File: src/rtl/spi_reg_pkg.sv
// rtl/spi_reg_pkg.sv - shared types and SPI mode helpers for the SPI register port
package spi_reg_pkg;

  typedef enum logic [1:0] {
    CMD_RD   = 2'b00,
    CMD_RSV  = 2'b01,
    CMD_WR   = 2'b10,
    CMD_FAST = 2'b11
  } cmd_e;

  typedef enum logic [1:0] {
    IDLE,
    CMD,
    DATA,
    WAIT
  } state_e;

  localparam logic [1:0] MODE0 = 2'b00;
  localparam logic [1:0] MODE1 = 2'b01;
  localparam logic [1:0] MODE2 = 2'b10;
  localparam logic [1:0] MODE3 = 2'b11;

  // Modes 0 and 3 capture MOSI on the rising sclk edge; modes 1 and 2 on the falling edge.
  function automatic logic samples_on_rise(input logic [1:0] mode);
    return (mode == MODE0) || (mode == MODE3);
  endfunction

endpackage

File: src/rtl/spi_pin_sync.sv
// rtl/spi_pin_sync.sv - synchroniser and edge detector for the SPI pins
module spi_pin_sync #(
  parameter int SYNC_STAGES = 2
) (
  input  logic clk,
  input  logic nrst,
  input  logic sclk,
  input  logic mosi,
  input  logic nss,
  output logic sclk_rise,
  output logic sclk_fall,
  output logic nss_fall,
  output logic nss_rise,
  output logic nss_s,
  output logic mosi_s
);

  logic [SYNC_STAGES-1:0] sclk_q, sclk_d, mosi_q, mosi_d, nss_q, nss_d, vld_q, vld_d;
  logic sclk_prev_q, sclk_prev_d, nss_prev_q, nss_prev_d, armed_q, armed_d;

  always_comb begin
    sclk_d      = {sclk_q[SYNC_STAGES-2:0], sclk};
    mosi_d      = {mosi_q[SYNC_STAGES-2:0], mosi};
    nss_d       = {nss_q[SYNC_STAGES-2:0], nss};
    vld_d       = {vld_q[SYNC_STAGES-2:0], 1'b1};
    sclk_prev_d = sclk_q[SYNC_STAGES-1];
    nss_prev_d  = nss_q[SYNC_STAGES-1];
    // A frame may only start once a genuinely sampled high nss has been seen after reset.
    armed_d     = armed_q | (vld_q[SYNC_STAGES-1] & nss_q[SYNC_STAGES-1]);
  end

  always_ff @(posedge clk or negedge nrst) begin
    if (!nrst) begin
      sclk_q      <= '0;
      mosi_q      <= '0;
      nss_q       <= '1;
      vld_q       <= '0;
      sclk_prev_q <= 1'b0;
      nss_prev_q  <= 1'b1;
      armed_q     <= 1'b0;
    end else begin
      sclk_q      <= sclk_d;
      mosi_q      <= mosi_d;
      nss_q       <= nss_d;
      vld_q       <= vld_d;
      sclk_prev_q <= sclk_prev_d;
      nss_prev_q  <= nss_prev_d;
      armed_q     <= armed_d;
    end
  end

  assign mosi_s    = mosi_q[SYNC_STAGES-1];
  assign nss_s     = nss_q[SYNC_STAGES-1];
  assign sclk_rise = ~sclk_prev_q & sclk_q[SYNC_STAGES-1];
  assign sclk_fall = sclk_prev_q & ~sclk_q[SYNC_STAGES-1];
  assign nss_fall  = armed_q & nss_prev_q & ~nss_s;
  assign nss_rise  = ~nss_prev_q & nss_s;

endmodule

File: src/rtl/spi_reg_mode.sv
// rtl/spi_reg_mode.sv - SPI slave register-access engine with runtime CPOL/CPHA and burst access
module spi_reg_mode
  import spi_reg_pkg::*;
#(
  parameter int ADDR_W      = 3,
  parameter int REG_W       = 8,
  parameter int NUM_REGS    = 8,
  parameter int SYNC_STAGES = 2
) (
  input  logic              clk,
  input  logic              nrst,
  input  logic [1:0]        spi_mode,
  input  logic              sclk,
  input  logic              mosi,
  input  logic              nss,
  output logic              miso,
  output logic              miso_oe,
  input  logic [7:0]        status,
  output logic [ADDR_W-1:0] reg_addr,
  input  logic [REG_W-1:0]  reg_data_i,
  output logic              reg_rd_stb,
  output logic [REG_W-1:0]  reg_data_o,
  output logic              reg_wr_vld,
  output logic [5:0]        fastcmd,
  output logic              fastcmd_vld,
  output logic              frame_err,
  output logic              busy
);

  localparam int CW = $clog2(REG_W) + 1;

  logic sclk_rise, sclk_fall, nss_fall, nss_rise, nss_s, mosi_s;

  spi_pin_sync #(.SYNC_STAGES(SYNC_STAGES)) u_pin_sync (
    .clk      (clk),
    .nrst     (nrst),
    .sclk     (sclk),
    .mosi     (mosi),
    .nss      (nss),
    .sclk_rise(sclk_rise),
    .sclk_fall(sclk_fall),
    .nss_fall (nss_fall),
    .nss_rise (nss_rise),
    .nss_s    (nss_s),
    .mosi_s   (mosi_s)
  );

  state_e             state_q, state_d;
  cmd_e               cmd_q, cmd_d;
  logic [1:0]         mode_q, mode_d;
  logic [REG_W-1:0]   osr_q, osr_d, data_o_q, data_o_d;
  logic [REG_W-2:0]   isr_q, isr_d;
  logic [CW-1:0]      cnt_q, cnt_d;
  logic [ADDR_W-1:0]  addr_q, addr_d;
  logic [5:0]         fast_q, fast_d;
  logic               skip_q, skip_d, rd_stb_q, rd_stb_d, wr_vld_q, wr_vld_d;
  logic               fast_vld_q, fast_vld_d, err_q, err_d;

  logic               sample_edge, shift_edge, addr_bad;
  logic [REG_W-1:0]   isr_shift;
  logic [7:0]         cmd_byte;
  logic [ADDR_W-1:0]  addr_inc;

  assign sample_edge = samples_on_rise(mode_q) ? sclk_rise : sclk_fall;
  assign shift_edge  = samples_on_rise(mode_q) ? sclk_fall : sclk_rise;
  assign isr_shift   = {isr_q, mosi_s};
  assign cmd_byte    = isr_shift[7:0];
  assign addr_bad    = {1'b0, cmd_byte[ADDR_W-1:0]} >= (ADDR_W+1)'(NUM_REGS);
  assign addr_inc    = (addr_q == ADDR_W'(NUM_REGS - 1)) ? '0 : addr_q + 1'b1;

  always_comb begin
    state_d    = state_q;
    cmd_d      = cmd_q;
    mode_d     = mode_q;
    osr_d      = osr_q;
    isr_d      = isr_q;
    cnt_d      = cnt_q;
    skip_d     = skip_q;
    addr_d     = addr_q;
    data_o_d   = data_o_q;
    fast_d     = fast_q;
    rd_stb_d   = 1'b0;
    wr_vld_d   = 1'b0;
    fast_vld_d = 1'b0;
    err_d      = 1'b0;
    // Burst address advances the cycle after each data strobe.
    if (rd_stb_q || wr_vld_q) addr_d = addr_inc;
    case (state_q)
      IDLE: begin
        if (nss_fall) begin
          state_d = CMD;
          mode_d  = spi_mode;
          osr_d   = '0;
          osr_d[REG_W-1 -: 8] = status;
          cnt_d   = '0;
          skip_d  = spi_mode[0];
        end
      end
      CMD, DATA: begin
        if (nss_rise) begin
          err_d   = (cnt_q != '0);
          osr_d   = '0;
          state_d = IDLE;
        end else begin
          if (shift_edge) begin
            // With CPHA=1 the MSB is already on miso, so the leading shift edge is swallowed.
            if (skip_q) skip_d = 1'b0;
            else if (state_q == DATA && cmd_q == CMD_RD && cnt_q == '0) begin
              osr_d    = reg_data_i;
              rd_stb_d = 1'b1;
            end else osr_d = {osr_q[REG_W-2:0], 1'b0};
          end
          if (sample_edge) begin
            isr_d = isr_shift[REG_W-2:0];
            if (state_q == CMD) begin
              if (cnt_q == CW'(7)) begin
                cnt_d = '0;
                cmd_d = cmd_e'(cmd_byte[7:6]);
                case (cmd_e'(cmd_byte[7:6]))
                  CMD_FAST: begin
                    fast_d     = cmd_byte[5:0];
                    fast_vld_d = 1'b1;
                    state_d    = WAIT;
                  end
                  CMD_RSV: begin
                    err_d   = 1'b1;
                    state_d = WAIT;
                  end
                  default: begin
                    if (addr_bad) begin
                      err_d   = 1'b1;
                      state_d = WAIT;
                    end else begin
                      addr_d  = cmd_byte[ADDR_W-1:0];
                      state_d = DATA;
                    end
                  end
                endcase
              end else cnt_d = cnt_q + 1'b1;
            end else if (cnt_q == CW'(REG_W - 1)) begin
              cnt_d = '0;
              if (cmd_q == CMD_WR) begin
                data_o_d = isr_shift;
                wr_vld_d = 1'b1;
              end
            end else cnt_d = cnt_q + 1'b1;
          end
        end
      end
      WAIT: begin
        if (nss_rise) state_d = IDLE;
      end
    endcase
  end

  always_ff @(posedge clk or negedge nrst) begin
    if (!nrst) begin
      state_q    <= IDLE;
      cmd_q      <= CMD_RD;
      mode_q     <= MODE0;
      osr_q      <= '0;
      isr_q      <= '0;
      cnt_q      <= '0;
      skip_q     <= 1'b0;
      addr_q     <= '0;
      data_o_q   <= '0;
      fast_q     <= '0;
      rd_stb_q   <= 1'b0;
      wr_vld_q   <= 1'b0;
      fast_vld_q <= 1'b0;
      err_q      <= 1'b0;
    end else begin
      state_q    <= state_d;
      cmd_q      <= cmd_d;
      mode_q     <= mode_d;
      osr_q      <= osr_d;
      isr_q      <= isr_d;
      cnt_q      <= cnt_d;
      skip_q     <= skip_d;
      addr_q     <= addr_d;
      data_o_q   <= data_o_d;
      fast_q     <= fast_d;
      rd_stb_q   <= rd_stb_d;
      wr_vld_q   <= wr_vld_d;
      fast_vld_q <= fast_vld_d;
      err_q      <= err_d;
    end
  end

  assign miso        = osr_q[REG_W-1];
  assign miso_oe     = ~nss_s;
  assign reg_addr    = addr_q;
  assign reg_data_o  = data_o_q;
  assign reg_rd_stb  = rd_stb_q;
  assign reg_wr_vld  = wr_vld_q;
  assign fastcmd     = fast_q;
  assign fastcmd_vld = fast_vld_q;
  assign frame_err   = err_q;
  assign busy        = (state_q != IDLE);

endmodule
File: config.mk
export PLATFORM = sky130hd
export DESIGN_NAME = spi_reg_mode
export DESIGN_NICKNAME = d
export VERILOG_FILES = /design/src/rtl/spi_reg_pkg.sv /design/src/rtl/spi_pin_sync.sv /design/src/rtl/spi_reg_mode.sv
export SDC_FILE = /design/constraint.sdc
export NUM_CORES = 1
export LEC_CHECK = 0
export BUFFER_PORTS_ARGS = -buffer_cell sky130_fd_sc_hd__buf_2
export CAP_MARGIN = 20
export CORE_MARGIN = 8
export CORE_UTILIZATION = 56
export DETAILED_ROUTE_END_ITERATION = 7
export GPL_ROUTABILITY_DRIVEN = 0
export HOLD_SLACK_MARGIN = 0.06
export PLACE_DENSITY = 0.79
export SYNTH_ARGS = -nofsm -noshare
export SYNTH_HDL_FRONTEND = slang
export SYNTH_SLANG_ARGS = --single-unit
File: constraint.sdc
create_clock -name clk -period 2.7 [get_ports clk]
set_clock_uncertainty 0.1 [all_clocks]
set_input_delay 0.54 -clock clk [delete_from_list [all_inputs] [get_ports clk]]
set_output_delay 0.54 -clock clk [all_outputs]
set_load 0.02 [all_outputs]
==> results_dict.tcl <==
set metrics [dict create \
    multi_input_area_um2 1241 \
    fill_cells 375 \
    rsz0062_at_grt "no" \
    ys_seq_area_share_pct 51.90 \
    r2r_start "state_q[0]" \
    num_rows 25 \
    yosys_warnings 0 \
    synth_edf_count 0 \
    ys_ff_latch 58 \
    synth_top_cell_by_area "dfrtp_1" \
    die_h_um 86.76 \
    slew_headroom_pct 61.51 \
    dieWidth_um 86.76 \
    numPortBuffers 46 \
    synth.distinct_cells 49 \
    postRouteWirelength_mm 5.896 \
    finalSetupViolCount 0 \
    pin_count 47 \
    path_cells "inv_1 -> ha_1 -> nand2_1 -> or4_1 -> mux2_4" \
    criticalPathCategory "reg -> reg" \
    pwr_density_cell_nw_per_um2 934.6 \
    drive_gt1_share_pct 36.07 \
    worstPathMaxFanout 10 \
    crit_path_max_incr_delay_ns 0.73 \
    first_pass_iters 4 \
    drv_slew 0 \
    grt_max_degree 38 \
    cp.depth 5 \
    syn_nets 273 \
    worstPathRequired_ns 2.82 \
    total_leakage_power_nw 1.705 \
    worst_slew_pin_slew_ns 0.5613 \
    yosys.area.top_type_share_pct 49.09 \
    clock_sinks 58 \
    cts_max_path_buffers 2 \
    post-cts-setup-buffer-count 0 \
    hold_viol_final 0 \
    overflow 0 \
    fin_crit_ns 2.390 \
    max-cap-violations 0 \
    first_iter_violations 121 \
    hp-class "in -> async" \
    n_antenna_cell 0 \
    antenna_found_initial 0 \
    ff_latch_area_um2 1455 \
    syn_inst 242 \
    fmax_ghz 0.4184 \
    core_area_um2 4786 \
    tns_ns 0 \
    finalCritPeriodShare_pct 88.53 \
    startpoint_type "flop" \
    grt_pass1_wl_mm 9.729 \
    htreeDepth 3 \
    start_util_pct 58.59 \
    avgSynthCellArea_um2 11.59 \
    viasPerCell 5.707 \
    wl_per_cell_um 15.85 \
    holdWs_ns 0.08139 \
    synth_top_cells_by_count "55 x dfrtp_1, 22 x mux2_2, 17 x inv_1" \
    clk_pin_slew_worst_paths_ns 0.06 \
    peakVddDrop_mv 0.6817 \
    r2r_cells 5 \
    cts_hold_buf 0 \
    syn_area_um2 2804 \
    cts.root.buffer_cell "clkbuf_8" \
    yosysMostFrequentCell "dfrtp_1" \
    worst_setup_path_end_kind "flop" \
    vias 2123 \
    synthFlopType "dfrtp_1" \
    grtUsageTotal_pct 16.54 \
    dpl-instance-area_um2 3164 \
    hpwlAfterDp_mm 4.267 \
    cp_slowest_cell "or4_1" \
    async_flop_share_pct 100.0 \
    critPathArrivalTime_ns 2.51 \
    post_cts_resized 0 \
    drc_errors 0 \
    die-area_um2 7527 \
    synth.area.top_cells "dfrtp_1 49%, mux2_2 8.8%, ha_1 3.6%" \
    clock_latency_ns 0.33 \
    final_antenna_net_count 0 \
    rr_endpoint "fastcmd[3]" \
    grt_pass1_vias 2038 \
    cts_tree "built" \
    critPathBufInv 1 \
    synthToLayoutAreaGrowth_pct 19.72 \
    stdcell_area_um2 3357 \
    numCtsBuffers 9 \
    cpLargestDelayFamily "simple AND/OR/NAND/NOR gates" \
    nNetsFinal 332 \
    reg2reg_slack_ns 0.31 \
    status "completed" \
]
-- report_power, final --
group | switching, W | internal [W] | leakage [nW] | total (W)
sequential | 0.000173 | 0.00107 | 0.734 | 0.00124
clock | 0.000326 | 0.000442 | 0.0941 | 0.000768
combinational | 0.000631 | 0.000499 | 0.877 | 0.00113
total | 0.00113 | 0.00201 | 1.70 | 0.00314
-- through the flow --
stage | cells | worst slack (ns) | power, W | utilization (%)
5_1_grt | 372 | 0.1748 | 0.003339 | 70.14
3_3_place_gp | 357 | 0.3860 | 0.002332 | 66.12
3_5_place_dp | 357 | 0.3250 | 0.002370 | 66.12
4_1_cts | 372 | 0.2997 | 0.003159 | 70.14
2_1_floorplan | 242 | 0.4022 | 0.002018 | -
6_report | 372 | 0.3098 | 0.003137 | 70.14
-- placed cells by master (no fill, tap or decap), drive strengths merged, types with 3 or more instances in the layout --
master and count:
buf 58, dfrtp 55, mux2 28, inv 17, nand2 16, a21oi 11, clkbuf 10, o21ai 8
ha 8, and3 7, a22oi 7, a221oi 6, nor3b 5, nor2 5, mux2i 4, or4 4
nand3 4, a211o 4, nor3 4, nor2b 3, or3b 3, nor4 3, a211oi 3, dfstp 3
-- cell type report --
class | instances | share of cell area, %
clock inverters | 5 | 1.640
flip-flops and latches | 58 | 43.35
inverters | 17 | 1.901
well taps | 67 | 2.497
multi-input cells | 157 | 36.97
repair buffers | 58 | 9.542
clock buffers | 10 | 4.100
-- worst reg2reg max path: cells and delay by family, from the launching register on --
| family | cells | cell delay [ns] |
|---|---|---|
| simple gates | 2 | 0.85 |
| fa+ha+maj | 1 | 0.46 |
| flops | 1 | 0.41 |
| mux | 1 | 0.37 |
| buf+inv | 1 | 0.09 |
-- how the worst max path moves through the flow --
stage                       endpoint  slack (ns)       start
after global placement    fastcmd[4]        0.39  state_q[0]
after global routing      fastcmd[1]        0.17  state_q[0]
final                     fastcmd[3]        0.31  state_q[0]
after detailed placement  fastcmd[3]        0.33  state_q[0]
after CTS                 fastcmd[3]        0.30  state_q[0]
after floorplan           fastcmd[0]        0.40  state_q[0]
-- layer usage --
layer | global-route usage, % | share of wire [%] | up-vias | wire [µm]
met5 | 0 | 0 | - | 0
met1 | 21.20 | 45 | 1038 | 2640
li1 | - | - | 1015 | -
met3 | 4.631 | 6.3 | 9 | 369
met4 | 7.512 | 1.6 | 0 | 95
met2 | 25.28 | 47 | 61 | 2791
-- logic make-up after synthesis --
kind of cell	after synthesis	share of synthesized area (%)
xor gates and xnor gates	1	0.5803
and+or+nand+nor	59	12.41
AOI/OAI and AO/OA	56	14.10
muxes	32	13.48
buffers and inverters	27	3.838
DFF	58	51.90
other	1	0.1337
adders and majority gates	8	3.570
-- registers in the layout, summed over array words and instances (netlist names), 2 cells and up --
name,count
u_pin_sync.nss_q,2
isr_q,7
reg_data_o,8
fastcmd,6
state_q,2
cnt_q,4
u_pin_sync.mosi_q,2
u_pin_sync.sclk_q,2
osr_q,8
u_pin_sync.vld_q,2
mode_q,2
cmd_q,2
reg_addr,3
Power figures use the tool's default switching activity.
